$ cat src/rtl/control_sequencer.sv
// Multi-cycle fetch/decode/execute control sequencer for the RISC datapath.
// Optional multiply/divide sequencing is enabled with `define CTRL_MULDIV_EN.
module control_sequencer #(
  parameter int IR_W        = 32,
  parameter int OPC_W       = 5,
  parameter int MEM_TIMEOUT = 15
) (
  input  logic             clock,
  input  logic             reset,
  input  logic [IR_W-1:0]  ir,
  input  logic             stop,
  input  logic             conff,
  input  logic             mem_ready,
`ifdef CTRL_MULDIV_EN
  input  logic             alu_done,
  output logic             hii,
  output logic             loi,
`endif
  output logic             pco,
  output logic             pci,
  output logic             pc_inc,
  output logic             iri,
  output logic             mari,
  output logic             mdri,
  output logic             mdro,
  output logic             mem_read,
  output logic             mem_write,
  output logic [1:0]       gr_sel,
  output logic             rin,
  output logic             rout,
  output logic             baout,
  output logic             ryi,
  output logic             rzi,
  output logic             rzlo,
  output logic             csigno,
  output logic             con_in,
  output logic             ipo,
  output logic             opi,
  output logic             hio,
  output logic             loo,
  output logic [OPC_W-1:0] alu_op,
  output logic             run,
  output logic             fault,
  output logic             illegal
);

  localparam int CNT_W = $clog2(MEM_TIMEOUT + 1);
  localparam logic [CNT_W-1:0] TIMEOUT_LAST = CNT_W'(MEM_TIMEOUT - 1);

  localparam logic [OPC_W-1:0] OP_LD   = OPC_W'(0);
  localparam logic [OPC_W-1:0] OP_LDI  = OPC_W'(1);
  localparam logic [OPC_W-1:0] OP_ST   = OPC_W'(2);
  localparam logic [OPC_W-1:0] OP_ADD  = OPC_W'(3);
  localparam logic [OPC_W-1:0] OP_ROL  = OPC_W'(11);
  localparam logic [OPC_W-1:0] OP_ADDI = OPC_W'(12);
  localparam logic [OPC_W-1:0] OP_ORI  = OPC_W'(14);
  localparam logic [OPC_W-1:0] OP_MUL  = OPC_W'(15);
  localparam logic [OPC_W-1:0] OP_DIV  = OPC_W'(16);
  localparam logic [OPC_W-1:0] OP_BR   = OPC_W'(18);
  localparam logic [OPC_W-1:0] OP_JR   = OPC_W'(19);
  localparam logic [OPC_W-1:0] OP_OUT  = OPC_W'(21);
  localparam logic [OPC_W-1:0] OP_IN   = OPC_W'(22);
  localparam logic [OPC_W-1:0] OP_MFHI = OPC_W'(23);
  localparam logic [OPC_W-1:0] OP_MFLO = OPC_W'(24);
  localparam logic [OPC_W-1:0] OP_NOP  = OPC_W'(25);
  localparam logic [OPC_W-1:0] OP_HALT = OPC_W'(26);

  localparam logic [1:0] GR_RA = 2'b01;
  localparam logic [1:0] GR_RB = 2'b10;
  localparam logic [1:0] GR_RC = 2'b11;

  typedef enum logic [3:0] {
    S_RESET, S_FETCH0, S_FETCH1, S_FETCH2, S_T3, S_T4, S_T5, S_T6, S_T7, S_STOPPED, S_HALT
  } state_e;

  typedef enum logic [3:0] {
    C_ALU, C_IMM, C_LDI, C_LD, C_ST, C_BR, C_JR, C_IN, C_OUT,
    C_MFHI, C_MFLO, C_NOP, C_HALT, C_MULDIV, C_BAD
  } class_e;

  state_e           state_reg, state_next;
  logic [CNT_W-1:0] cnt_reg, cnt_next;
  logic             fault_reg, fault_next;

  logic [OPC_W-1:0] opc;
  class_e           op_class;
  logic             wait_active;
  logic             wait_ready;
  logic             ir_operands_unused;

  assign opc = ir[IR_W-1 -: OPC_W];
  // Operand fields belong to the datapath; only the opcode steers sequencing.
  assign ir_operands_unused = ^ir[IR_W-OPC_W-1:0];

  always_comb begin
    op_class = C_BAD;
    if (opc >= OP_ADD && opc <= OP_ROL)       op_class = C_ALU;
    else if (opc >= OP_ADDI && opc <= OP_ORI) op_class = C_IMM;
    else if (opc == OP_LDI)                   op_class = C_LDI;
    else if (opc == OP_LD)                    op_class = C_LD;
    else if (opc == OP_ST)                    op_class = C_ST;
    else if (opc == OP_BR)                    op_class = C_BR;
    else if (opc == OP_JR)                    op_class = C_JR;
    else if (opc == OP_IN)                    op_class = C_IN;
    else if (opc == OP_OUT)                   op_class = C_OUT;
    else if (opc == OP_MFHI)                  op_class = C_MFHI;
    else if (opc == OP_MFLO)                  op_class = C_MFLO;
    else if (opc == OP_NOP)                   op_class = C_NOP;
    else if (opc == OP_HALT)                  op_class = C_HALT;
`ifdef CTRL_MULDIV_EN
    else if (opc == OP_MUL || opc == OP_DIV)  op_class = C_MULDIV;
`else
    else if (opc == OP_MUL || opc == OP_DIV)  op_class = C_BAD;
`endif
  end

  // Steps that stall on an external handshake, all bounded by one timeout counter.
  always_comb begin
    wait_active = 1'b0;
    wait_ready  = mem_ready;
    case (state_reg)
      S_FETCH1: wait_active = 1'b1;
      S_T4: begin
        if (op_class == C_MULDIV) begin
          wait_active = 1'b1;
`ifdef CTRL_MULDIV_EN
          wait_ready  = alu_done;
`endif
        end
      end
      S_T6:    wait_active = (op_class == C_LD);
      S_T7:    wait_active = (op_class == C_ST);
      default: wait_active = 1'b0;
    endcase
  end

  always_ff @(posedge clock or negedge reset) begin
    if (!reset) begin
      state_reg <= S_RESET;
      cnt_reg   <= '0;
      fault_reg <= 1'b0;
    end else begin
      state_reg <= state_next;
      cnt_reg   <= cnt_next;
      fault_reg <= fault_next;
    end
  end

  always_comb begin
    state_next = state_reg;
    cnt_next   = '0;
    fault_next = fault_reg;
    case (state_reg)
      S_RESET:   state_next = S_FETCH0;
      S_FETCH0:  state_next = stop ? S_STOPPED : S_FETCH1;
      S_STOPPED: if (!stop) state_next = S_FETCH0;
      S_FETCH1:  if (mem_ready) state_next = S_FETCH2;
      S_FETCH2:  state_next = S_T3;
      S_T3: begin
        case (op_class)
          C_HALT:                                           state_next = S_HALT;
          C_JR, C_IN, C_OUT, C_MFHI, C_MFLO, C_NOP, C_BAD:  state_next = S_FETCH0;
          default:                                          state_next = S_T4;
        endcase
      end
      S_T4: if (!wait_active || wait_ready) state_next = S_T5;
      S_T5: begin
        case (op_class)
          C_ALU, C_IMM, C_LDI: state_next = S_FETCH0;
          default:             state_next = S_T6;
        endcase
      end
      S_T6: begin
        if (op_class == C_LD || op_class == C_ST) begin
          if (!wait_active || wait_ready) state_next = S_T7;
        end else begin
          state_next = S_FETCH0;
        end
      end
      S_T7:   if (!wait_active || wait_ready) state_next = S_FETCH0;
      S_HALT: state_next = S_HALT;
      default: state_next = S_RESET;
    endcase

    // Count only cycles without the handshake; the entry cycle may already complete.
    if (wait_active && !wait_ready) begin
      if (cnt_reg == TIMEOUT_LAST) begin
        state_next = S_HALT;
        fault_next = 1'b1;
      end else begin
        cnt_next = cnt_reg + CNT_W'(1);
      end
    end
  end

  always_comb begin
    pco = 1'b0; pci = 1'b0; pc_inc = 1'b0; iri = 1'b0; mari = 1'b0;
    mdri = 1'b0; mdro = 1'b0; mem_read = 1'b0; mem_write = 1'b0;
    gr_sel = 2'b00; rin = 1'b0; rout = 1'b0; baout = 1'b0;
    ryi = 1'b0; rzi = 1'b0; rzlo = 1'b0; csigno = 1'b0; con_in = 1'b0;
    ipo = 1'b0; opi = 1'b0; hio = 1'b0; loo = 1'b0;
    illegal = 1'b0;
    alu_op  = OP_ADD;
    run     = !(state_reg == S_RESET || state_reg == S_STOPPED || state_reg == S_HALT);
    fault   = fault_reg;
`ifdef CTRL_MULDIV_EN
    hii = 1'b0;
    loi = 1'b0;
`endif
    case (state_reg)
      S_FETCH0: begin pco = 1'b1; mari = 1'b1; pc_inc = 1'b1; end
      // MDR loads every wait cycle so the word present on the ready cycle is the one kept.
      S_FETCH1: begin mem_read = 1'b1; mdri = 1'b1; end
      S_FETCH2: begin mdro = 1'b1; iri = 1'b1; end
      S_T3: begin
        case (op_class)
          C_ALU, C_IMM:      begin gr_sel = GR_RB; rout = 1'b1; ryi = 1'b1; end
          C_LDI, C_LD, C_ST: begin gr_sel = GR_RB; baout = 1'b1; ryi = 1'b1; end
          C_BR:              begin gr_sel = GR_RA; rout = 1'b1; con_in = 1'b1; end
          C_JR:              begin gr_sel = GR_RA; rout = 1'b1; pci = 1'b1; end
          C_IN:              begin ipo = 1'b1; gr_sel = GR_RA; rin = 1'b1; end
          C_OUT:             begin gr_sel = GR_RA; rout = 1'b1; opi = 1'b1; end
          C_MFHI:            begin hio = 1'b1; gr_sel = GR_RA; rin = 1'b1; end
          C_MFLO:            begin loo = 1'b1; gr_sel = GR_RA; rin = 1'b1; end
          C_MULDIV:          begin gr_sel = GR_RA; rout = 1'b1; ryi = 1'b1; end
          C_BAD:             illegal = 1'b1;
          default:           ;
        endcase
      end
      S_T4: begin
        case (op_class)
          C_ALU:             begin gr_sel = GR_RC; rout = 1'b1; rzi = 1'b1; alu_op = opc; end
          C_IMM:             begin csigno = 1'b1; rzi = 1'b1; alu_op = opc; end
          C_LDI, C_LD, C_ST: begin csigno = 1'b1; rzi = 1'b1; end
          C_BR:              begin pco = 1'b1; ryi = 1'b1; end
          C_MULDIV:          begin gr_sel = GR_RB; rout = 1'b1; rzi = 1'b1; alu_op = opc; end
          default:           ;
        endcase
      end
      S_T5: begin
        case (op_class)
          C_ALU, C_IMM, C_LDI: begin rzlo = 1'b1; gr_sel = GR_RA; rin = 1'b1; end
          C_LD, C_ST:          begin rzlo = 1'b1; mari = 1'b1; end
          C_BR:                begin csigno = 1'b1; rzi = 1'b1; end
          C_MULDIV: begin
            rzlo = 1'b1;
`ifdef CTRL_MULDIV_EN
            loi  = 1'b1;
`endif
          end
          default: ;
        endcase
      end
      S_T6: begin
        case (op_class)
          C_LD: begin mem_read = 1'b1; mdri = 1'b1; end
          C_ST: begin gr_sel = GR_RA; rout = 1'b1; mdri = 1'b1; end
          C_BR: begin rzlo = conff; pci = conff; end
`ifdef CTRL_MULDIV_EN
          C_MULDIV: hii = 1'b1;
`endif
          default: ;
        endcase
      end
      S_T7: begin
        case (op_class)
          C_LD:    begin mdro = 1'b1; gr_sel = GR_RA; rin = 1'b1; end
          C_ST:    begin mdro = 1'b1; mem_write = 1'b1; end
          default: ;
        endcase
      end
      default: ;
    endcase
  end

endmodule
$ cat config.mk
export PLATFORM = sky130hd
export DESIGN_NAME = control_sequencer
export DESIGN_NICKNAME = d
export VERILOG_FILES = /design/src/rtl/control_sequencer.sv
export SDC_FILE = /design/constraint.sdc
export NUM_CORES = 1
export LEC_CHECK = 0
export ABC_AREA = 0
export CAP_MARGIN = 20
export CORE_MARGIN = 4
export CORE_UTILIZATION = 37
export DETAILED_ROUTE_END_ITERATION = 10
export PLACE_DENSITY = 0.77
export SKIP_LAST_GASP = 1
export SYNTH_ARGS = -nofsm -noshare
export SYNTH_HDL_FRONTEND = slang
export SYNTH_SLANG_ARGS = --single-unit
$ cat constraint.sdc
create_clock -name clock -period 2.4 [get_ports clock]
set_clock_uncertainty 0.2 [all_clocks]
set_input_delay 0.48 -clock clock [delete_from_list [all_inputs] [get_ports clock]]
set_output_delay 0.48 -clock clock [all_outputs]
set_load 0.1 [all_outputs]
==> metrics.txt, run 1 <==
status did not finish; Halt Stage global routing (5_1_grt); error msg [ERROR DPL-0033] detailed placement checks failed during check placement.; cell taking the most area after synthesis dfrtp_1; top_reg_cell synth dfrtp_1; mapped cell area 0.00135 sq mm; kind of the worst endpoint primary output; worst slack, placed -0.553 ns; Gate Count Post-Synth ~200; number of flops mapped to enable cells by yosys 0; Num CTS Buffers 3; Max H-tree Level 1; main combinational cell family by area after synthesis simple AND/OR/NAND/NOR gates; GPL Wtd Cong 0.915; Avg Cell Area, Syn between 6 and 7 sq um; ranking of synthesized cells by area dfrtp_1 (17%), nor2_1 (6.1%), nor2b_1 (5.6%); Yosys warning count 0; syn_nets 236; Adder-Cell Fraction of Synth Area 1.85%; I/O pins between 60 and 70; Core Rows 21; Root Buffer clkbuf_8; mux share of post-synthesis cell area 0%; Post-Synth XOR/XNOR Area around 1.3%; ys async rst share between 90% and 100%; Initial Util 39.3%; largest net degree at the start of global routing 19; initial antenna violation count 0; Seq cells post-synth 9; Netlist cell types 57; GRT worst endpoint rout; CTS max path bufs 2; DP HPWL 4270 um; simple-gate portion of the synthesized area between 40% and 50%; Seq/Total Area, Yosys 16.7%; IO buf count 39; die span in x 68.4 um; post-synthesis compound-gate area fraction between 20% and 30%; Yosys top cell area share 16.7%; chip height ~68 um; clk sinks 9
==> logic make-up after synthesis <==
| group | count (synthesis) |
|---|---|
| AOI/OAI and AO/OA | 56 |
| buffers and inverters | 25 |
| DFF | 9 |
| xor gates and xnor gates | 2 |
| and+or+nand+nor | 102 |
| adders and majority gates | 2 |
| other | 1 |
==> stage by stage <==
step / instances / util, % / hold WS, ns / cell area (sq um)
2_1_floorplan: 197 / - / -0.0156 / 1740
3_3_place_gp: 322 / 80.3 / 0.261 / 2760
3_5_place_dp: 322 / 80.3 / 0.284 / 2760
4_1_cts: 342 / 89.1 / 0.290 / 3070
==> cell usage after synthesis, types with 2 or more instances <==
cell type / instances
clkbuf_1: 13
and2_1: 3
and3_1: 4
o31ai_1: 3
nand2b_1: 9
a21oi_1: 9
nor2_1: 22
o21a_1: 2
nor3_1: 8
o21bai_1: 2
nor2b_1: 12
a211oi_1: 2
buf_4: 3
a31oi_1: 3
dfrtp_1: 9
o21ai_0: 10
or3_1: 8
o211ai_1: 3
a32oi_1: 3
inv_1: 4
nand2_1: 14
a22oi_1: 2
a21o_1: 2
nor3b_1: 3
ha_1: 2
buf_2: 4
nand3_1: 8
==> timing repair <==
action	in CTS
resized for setup	56
setup endpoints to repair	35
pin swaps	16
gates cloned	1
hold buffers	0
setup buffers	16
==> run 2: changes to the inputs <==
--- a/config.mk
+++ b/config.mk
@@ -8,9 +8,9 @@
 export ABC_AREA = 0
 export CAP_MARGIN = 20
 export CORE_MARGIN = 4
-export CORE_UTILIZATION = 37
+export CORE_UTILIZATION = 27
 export DETAILED_ROUTE_END_ITERATION = 10
-export PLACE_DENSITY = 0.77
+export PLACE_DENSITY_LB_ADDON = 0.15
 export SKIP_LAST_GASP = 1
 export SYNTH_ARGS = -nofsm -noshare
 export SYNTH_HDL_FRONTEND = slang
==> constraint.sdc (replaced) <==
create_clock -name clock -period 3.1 [get_ports clock]
set_clock_uncertainty 0.2 [all_clocks]
set_input_delay 0.62 -clock clock [delete_from_list [all_inputs] [get_ports clock]]
set_output_delay 0.62 -clock clock [all_outputs]
set_load 0.1 [all_outputs]
==> metrics.txt, run 2 <==
met2 WL post-DR 2310 um; Max H-tree Level 1 (unchanged); share of layout cells above drive strength 1 a little over two fifths; Routed WL 4730 um; Routed met3 length 181 um; Filler Cells Inserted approximately 440; core outline area around 0.0048 sq mm; Inserted Diodes 0; first-pass GRT wire length 8070 um; WP data arrival 2.16 ns; Seq cells post-synth 9 (unchanged); Post-Layout Inst Area 0.00258 sq mm; status completed; CP max stage delay 0.39 ns; count leader, synth nor2_1; RSZ-0062 raised after global routing false; top_reg_cell synth dfrtp_1; Initial Util 28.2% (-11 points); most frequent cells after synthesis nor2_1 (22), nand2_1 (14), clkbuf_1 (13); DP HPWL 3690 um (-14%); largest net degree at the start of global routing 23; Hold WS 0.289 ns; Slowest cell on crit path or3_4; worst slew pin tran 0.481 ns; ranking of synthesized cells by area dfrtp_1 (17%), nor2_1 (6.1%), nor2b_1 (5.6%); clk sinks 9 (unchanged); Register-to-Register Path Depth 6; Tcrit/Tclk final 96.2%; Num CTS Buffers 3 (unchanged); Worst Hold Class register to register; critical path, cell by cell dlygate4sd2_1 -> buf_4 -> or3_4 -> o32a_1 -> o211ai_1 -> buf_12; routed vias/inst 5.17; M1 WL 2180 um; commonest non-fill, non-tap cells in the layout buf_4 (35), buf_12 (29), nor2_1 (15); maximum vdd drop between 0.4 and 0.5 mV; critical path endpoint category output pin; Yosys top cell area share 16.7% (unchanged); total chip power between 0.0015 and 0.002 W; CP Class input port to output pin; DRT iter0 DRCs 187; post-route insts no fill 323; Seq/Total Area, Yosys 16.7% (unchanged); Cell Area, Placed 0.00245 sq mm (-11%); Yosys warning count 0 (unchanged); Max Fclk 335 MHz; worst r2r src state_reg[0]$_DFF_PN0_; die span in x 78.7 um (+15%); R2R setup slack about 0.45 ns; most common cell after layout, fill and taps aside buf_4; area delta synth->final 90.6%; Fin. Hold Viols 0; top sig layer met4; mapped cell area 0.00135 sq mm (unchanged); Antenna Nets Post-Route 0; Tmin final 2.98 ns; routed vias 1671; die area ~0.0062 sq mm; syn_nets 236 (unchanged); Setup Viol. Count Final 0; Slew HR about two thirds; I/O pins 68 (unchanged); power density over cell area around 710 mW/mm^2; Avg Cell Area, Syn 6.86 sq um (unchanged); chip height 78.7 um (+15%); number of remaining DRC errors 0; Critical Path RT 2.28 ns; # Max-Cap Violations 0; CTS max path bufs 2 (unchanged); FF-to-FF End state_reg[3]$_DFF_PN0_; NumNets Final between 200 and 300; Max FO, Critical Path 3; IO buf count 39 (unchanged); GPL Wtd Cong 0.857 (-6.3%); Inst Count DP 319 (-0.93%); setup TNS 0 ns; critical path endpoint gr_sel[0]; ys async rst share 100% (unchanged); CTS clk-pin slew, worst paths around 0.050 ns; remaining global-route overflow 0; worst skew pair latency 0.23 ns; Root Buffer clkbuf_8; drt wl/cell approximately 15 um; cell taking the most area after synthesis dfrtp_1; CTS tree built; Netlist cell types 57 (unchanged); Final Max Tran Viols 0; Lkg Pwr between 0.9 and 1 nW; Core Rows 25 (+19%); total track usage 15.8%; initial antenna violation count 0; number of flops mapped to enable cells by yosys 0 (unchanged); Gate Count Post-Synth 197 (unchanged); critical path launch point type input port; vias in the first global route around 1.7k; Critical Path Source ir[31]; TritonRoute pass-1 iters 4
-- run 2: per-layer routing --
layer	up-vias	track usage, %
li1	837	-
met1	794	22.1
met2	36	25.4
met3	4	2.38
met4	0	4.20
met5	-	0
-- run 2: logic make-up (layout without fill, tap and decap cells) --
logic type,after synthesis,in the layout,share of synthesized area (%)
simple gates,102,102,42.2
compound gates,56,56,29.5
buf+inv,25,84,8.15
flops,9,9,16.7
fa+ha+maj,2,2,1.85
xor+xnor,2,2,1.30
other cells,1,1,0.278
-- run 2: per-stage QoR --
| step | utilization (%) | worst slack, ns |
|---|---|---|
| after global placement | 51.1 | -0.204 |
| after CTS | 53.8 | 0.0938 |
| final | 53.8 | 0.118 |
| after floorplan | - | -0.560 |
| after detailed placement | 51.1 | -0.225 |
| after global routing | 53.8 | 0.0274 |
-- run 2: layout make-up --
type | instances | area [sq um] | area share [%]
inverters | 4 | 15.0 | 0.583
repair buffers | 76 | 961 | 37.3
well taps | 67 | 83.8 | 3.25
flip-flops and latches | 9 | 225 | 8.74
clock buffers | 4 | 45.0 | 1.75
multi-input cells | 163 | 1250 | 48.4
-- run 2: timing repair --
item | 4_1_cts | 5_1_grt
pin swaps | 5 | 0
hold buffers | 0 | 0
setup endpoints to repair | 17 | 1
gates resized for setup | 24 | 1
setup buffers | 0 | 0
-- run 2: power breakdown --
| group | leakage [nW] | internal (W) | total, W | switching (W) |
|---|---|---|---|---|
| Clock | 0.0228 | 0.0000898 | 0.000138 | 0.0000485 |
| Combinational | 0.856 | 0.000552 | 0.00152 | 0.000964 |
| Sequential | 0.119 | 0.000141 | 0.000165 | 0.0000240 |
-- run 2: how the worst min path moves through the flow --
| stage | end | depth (start not counted) | slack (ns) | startpoint |
|---|---|---|---|---|
| 6_report | cnt_reg[3]$_DFF_PN0_ | 1 | 0.29 | cnt_reg[3]$_DFF_PN0_ |
| 5_1_grt | cnt_reg[3]$_DFF_PN0_ | 1 | 0.31 | cnt_reg[3]$_DFF_PN0_ |
| 4_1_cts | cnt_reg[3]$_DFF_PN0_ | 1 | 0.29 | cnt_reg[3]$_DFF_PN0_ |
| 3_5_place_dp | cnt_reg[3]$_DFF_PN0_ | 1 | 0.28 | cnt_reg[3]$_DFF_PN0_ |
| 3_3_place_gp | cnt_reg[3]$_DFF_PN0_ | 1 | 0.28 | cnt_reg[3]$_DFF_PN0_ |
| 2_1_floorplan | cnt_reg[0]$_DFF_PN0_ | 0 | 0.12 | reset |
-- run 2: critical path: cells and delay by family --
kind	cells	cell delay (ns)
compound gates	2	0.52
simple gates	1	0.39
buf+inv	3	0.63
No activity file was read; power rests on OpenSTA's default activity.
==> run 3: changes to the inputs <==
==> constraint.sdc (replaced) <==
create_clock -name clock -period 3.71 [get_ports clock]
set_clock_uncertainty 0.2 [all_clocks]
set_input_delay 0.742 -clock clock [delete_from_list [all_inputs] [get_ports clock]]
set_output_delay 0.742 -clock clock [all_outputs]
set_load 0.1 [all_outputs]
==> metrics.txt, run 3 (synthesis gave the netlist of run 2 again) <==
Routed WL 4600 um (-2.6%); Num CTS Buffers 3 (unchanged); worst r2r src state_reg[0]$_DFF_PN0_; Filler Cells Inserted 469 (+6.1%); worst skew pair latency 0.23 ns (about the same); critical path launch point type input port; Comb pwr share 82.7% (-0.6 points); CTS clk-pin slew, worst paths 0.04 ns (about the same); DP HPWL 3610 um (-2.1%); Antenna Nets Post-Route 0 (unchanged); remaining global-route overflow 0 (unchanged); IO buf count 39 (unchanged); Register-to-Register Path Depth 6 (unchanged); maximum vdd drop 0.217 mV (-56%); Max Fclk 282 MHz; die area 0.00620 sq mm (unchanged); Hold Buf Count CTS 0 (unchanged); Internal 0.000577 W (-26%); register share of total power 9.5% (+0.4 points); net switching fraction of the power 58.7% (+1.8 points); multi-input logic area 0.00112 sq mm (-10%); Hold Path Sink fault$_DFFE_PN0P_; CTS tree built; Critical Path RT 2.77 ns (+0.49 ns); chip height 78.7 um (unchanged); Initial Util 28.2% (unchanged); Inserted Diodes 0 (unchanged); post-route insts no fill 311 (-3.7%); # Max-Cap Violations 0 (unchanged); number of setup buffers added after CTS 0 (unchanged); Max FO, Critical Path 15 (+12); number of remaining DRC errors 0 (unchanged); TritonRoute pass-1 iters 4 (unchanged); share of layout cells above drive strength 1 32.4% (-11 points); power density over cell area 600 mW/mm^2 (-15%); R2R setup slack 1.24 ns (+0.79 ns); DRT iter0 DRCs 113 (-40%); routed vias/inst 5.32 (+2.7%); GPL Wtd Cong 0.816 (-4.8%); initial antenna violation count 0 (unchanged); HP Start fault$_DFFE_PN0P_; Fin. Hold Viols 0 (unchanged); CTS max path bufs 2 (unchanged); FF+latch area 225 sq um (unchanged); routed vias 1653 (-1.1%); worst slew pin tran 0.960 ns (+0.479 ns); Tmin final 3.55 ns; Slew HR 35.8% (-31 points); critical path endpoint category output pin; setup TNS 0 ns (unchanged); post-CTS sizing 0 (-100%); Tcrit/Tclk final between 90% and 100%; net switching power 0.000822 W (-21%); Worst Hold Depth 1 (unchanged); Max H-tree Level 1 (unchanged); NumNets Final 284 (-4.1%); Worst Hold Class register to register; largest net degree at the start of global routing 23 (unchanged); commonest non-fill, non-tap cells in the layout buf_4 (27), buf_12 (27), nor2_1 (21); Root Buffer clkbuf_8; RSZ-0062 raised after global routing true; WP data arrival 2.61 ns (+0.45 ns); vias in the first global route 1648 (-2.6%); Core Rows 25 (unchanged); Final Max Tran Viols 0 (unchanged); status completed; Clock Power Share 7.9% (+0.3 points); die span in x 78.7 um (unchanged); I/O pins 68 (unchanged); first-pass GRT wire length 7820 um (-3.1%); CP Class input port to output pin; drt wl/cell 14.8 um (+1.2%); FF-to-FF End state_reg[3]$_DFF_PN0_; Inst Count DP 307 (-3.8%); clk sinks 9 (unchanged); Lkg Pwr 0.885 nW (-11%); area delta synth->final 72.6%; total track usage 15.4% (-0.41 points); Setup Viol. Count Final 0 (unchanged); core outline area 0.00479 sq mm (unchanged)
## run 3: cell types whose count changed in the layout (fill, tap and decap cells not counted), sizes merged
cell	delta
buf	-13
clkdlybuf4s50	+6
dlygate4sd2	-5
## run 3: how the worst max path moves through the flow
| stage | slack, ns | cells past startpoint | from | to |
|---|---|---|---|---|
| 5_1_grt | -0.02 | 7 | ir[30] | gr_sel[0] |
| 6_report | 0.16 | 7 | ir[30] | gr_sel[0] |
| 3_3_place_gp | 0.15 | 7 | ir[30] | gr_sel[0] |
| 3_5_place_dp | 0.16 | 7 | ir[30] | gr_sel[0] |
| 4_1_cts | 0.15 | 7 | ir[30] | gr_sel[0] |
| 2_1_floorplan | -0.75 | 4 | ir[27] | pco |
## run 3: stage by stage
stage                     util [%]  total power (W)  area [sq um]  hold slack (ns)  setup slack (ns)
final                         48.7          0.00140          2330            0.280             0.161
after global routing          48.7          0.00148          2330            0.308           -0.0225
after floorplan                  -         0.000961          1470            0.246            -0.753
after global placement        47.8          0.00129          2290            0.276             0.148
after CTS                     48.7          0.00141          2330            0.290             0.146
after detailed placement      47.8          0.00129          2290            0.276             0.155
## run 3: area by class of cell
| type | instances | share of cell area (%) |
|---|---|---|
| timing repair buffer | 64 | 36.2 |
| inverter | 4 | 0.644 |
| sequential | 9 | 9.66 |
| multi-input combinational | 163 | 48.0 |
| clock buffer | 4 | 1.93 |
| tap | 67 | 3.59 |
## run 3: worst max-delay path: stages
cell and delay, ns:
clkdlybuf4s50_1 0.48, buf_12 0.18, or2_2 0.29, o21a_1 0.20, a32oi_1 0.29, o211ai_1 0.20
buf_12 0.21
## run 3: metal layers
metal / part of all wire (%) / global-route usage [%]
met5: 0 / 0
met4: 2.3 / 5.77
met2: 48 / 25.2
met3: 5.0 / 2.72
met1: 45 / 20.2
## run 3: power groups by stage
| stage | Sequential, W | Combinational [W] | Clock (W) |
|---|---|---|---|
| detailed placement | 0.000134 | 0.00116 | 0 |
| global route | 0.000136 | 0.00122 | 0.000122 |
| finish | 0.000132 | 0.00116 | 0.000110 |
| global placement | 0.000133 | 0.00115 | 0 |
| floorplan | 0.000136 | 0.000826 | 0 |
| CTS | 0.000132 | 0.00116 | 0.000115 |
==> run 4: changes to the inputs <==
--- a/config.mk
+++ b/config.mk
@@ -15,3 +15,4 @@
 export SYNTH_ARGS = -nofsm -noshare
 export SYNTH_HDL_FRONTEND = slang
 export SYNTH_SLANG_ARGS = --single-unit
+export TNS_END_PERCENT = 5
==> metrics.txt, run 4 (synthesis gave the netlist of run 2 again) <==
status completed; area delta synth->final 59.9%; Tmin final 3.61 ns (+0.0569 ns); I/O pins 68 (unchanged); clk sinks 9 (unchanged); Max Fclk 277 MHz (-1.6%); critical path endpoint category output pin; maximum vdd drop 0.470 mV (+120%); power density over cell area 628 mW/mm^2 (+4.7%); share of layout cells above drive strength 1 23.6% (-8.7 points); number of setup buffers added after CTS 0 (unchanged); worst slack, placed 0.108 ns (-0.0472 ns); Setup Viol. Count Final 0 (unchanged); CP Class input port to output pin; Cell Area, Placed 0.00212 sq mm (-7.5%); HP Start cnt_reg[3]$_DFF_PN0_; worst skew pair latency 0.23 ns (about the same); die span in x 78.7 um (unchanged); vias in the first global route 1545 (-6.3%); Filler Cells Inserted 474 (+1.1%); Hold Buf Count CTS 0 (unchanged); Tcrit/Tclk final 97.2% (+1.5 points); Inserted Diodes 0 (unchanged); Worst Hold Class register to register; drt wl/cell 14.7 um (-0.57%); critical path launch point type input port; die area 0.00620 sq mm (unchanged); Num CTS Buffers 3 (unchanged); largest net degree at the start of global routing 23 (unchanged); Comb pwr share 80.8% (-1.9 points); multi-input logic area 0.00102 sq mm (-9.3%); routed vias 1561 (-5.6%); NumNets Final 277 (-2.5%); # Max-Cap Violations 0 (unchanged); chip height 78.7 um (unchanged); Inst Count DP 300 (-2.3%); Max FO, Critical Path 6 (-9); post-CTS sizing 0 (unchanged); net switching power 0.000797 W (-3.0%); GPL Wtd Cong 0.854 (+4.8%); commonest non-fill, non-tap cells in the layout buf_12 (26), nor2_1 (22), buf_4 (22); Core Rows 25 (unchanged); Antenna Nets Post-Route 0 (unchanged); Final Max Tran Viols 0 (unchanged); first-pass GRT wire length 7560 um (-3.4%); CTS max path bufs 2 (unchanged); DRT iter0 DRCs 108 (-4.4%); worst slew pin tran 0.498 ns (-0.462 ns); Clock Power Share 8.2% (+0.3 points); Max H-tree Level 1 (unchanged); RSZ-0062 raised after global routing false; worst r2r src state_reg[0]$_DFF_PN0_; Critical Path RT 2.77 ns (about the same); total track usage 14.9% (-0.55 points); Root Buffer clkbuf_8; initial antenna violation count 0 (unchanged); routed vias/inst 5.13 (-3.4%); register share of total power 11.0% (+1.5 points); Critical Path Source ir[30]; Lkg Pwr 0.825 nW (-6.8%); remaining global-route overflow 0 (unchanged); Initial Util 28.2% (unchanged); post-route insts no fill 304 (-2.3%); number of remaining DRC errors 0 (unchanged); R2R setup slack 1.14 ns (-0.10 ns); WP data arrival 2.66 ns (+0.05 ns); IO buf count 39 (unchanged); CTS tree built; Slew HR 65.9% (+30 points); most common cell after layout, fill and taps aside buf_12; Fin. Hold Viols 0 (unchanged); CTS clk-pin slew, worst paths 0.04 ns (about the same); Routed WL 4470 um (-2.8%); FF+latch area 225 sq um (unchanged); DP HPWL 3450 um (-4.5%); net switching fraction of the power 58.7% (about the same); Internal 0.000560 W (-2.9%); Post-Layout Inst Area 0.00216 sq mm (-7.4%); PnR worst setup slack 0.104 ns (-0.0569 ns); TritonRoute pass-1 iters 4 (unchanged); core outline area 0.00479 sq mm (unchanged)
## run 4: cell count changes in the layout (fill, tap and decap cells not counted), sizes merged
cell           change
buf                -6
clkdlybuf4s50      -1
## run 4: power by group through the flow
stage                     sequential [W]  clock [W]  combinational (W)
after floorplan                 0.000136          0           0.000793
after CTS                       0.000148   0.000116            0.00110
final                           0.000149   0.000111            0.00110
after global routing            0.000154   0.000122            0.00116
after detailed placement        0.000149          0            0.00110
after global placement          0.000149          0            0.00109
## run 4: area by class of cell
cell class                 count  share of cell area [%]
clock buffer                   4                    2.08
inverter                       4                   0.695
multi-input combinational    163                    47.0
sequential                     9                    10.4
tap                           67                    3.88
timing repair buffer          57                    35.9
## run 4: path summary, 6_finish.rpt
check	to	depth (start not counted)
min in group asynchronous	state_reg[2]$_DFF_PN0_	1
max in group asynchronous	state_reg[1]$_DFF_PN0_	1
worst min register to register	cnt_reg[3]$_DFF_PN0_	1
worst min-delay path	cnt_reg[3]$_DFF_PN0_	1
worst max-delay path	mdri	5
worst max register to register	state_reg[3]$_DFF_PN0_	6
## run 4: routing by layer
metal / global-route usage [%] / share of wire, % / vias to the layer above
met5: 0 / 0 / -
met4: 2.80 / 0.76 / 0
met2: 22.7 / 46 / 44
li1: - / - / 800
met1: 22.0 / 48 / 713
met3: 2.49 / 5.0 / 4
## run 4: worst max-delay path: stages
cell	delay, ns
clkdlybuf4s50_1	0.51
or3_1	0.50
or3_1	0.42
o2bb2ai_1	0.27
buf_12	0.21
## run 4: through the flow
stage	hold WS (ns)	util, %	total power [W]	TNS, ns
final	0.295	45.2	0.00136	0
after global routing	0.318	45.2	0.00143	0
after CTS	0.298	45.2	0.00136	0
after detailed placement	0.286	44.2	0.00125	0
after global placement	0.279	44.2	0.00124	0
after floorplan	0.246	-	0.000928	-9.35
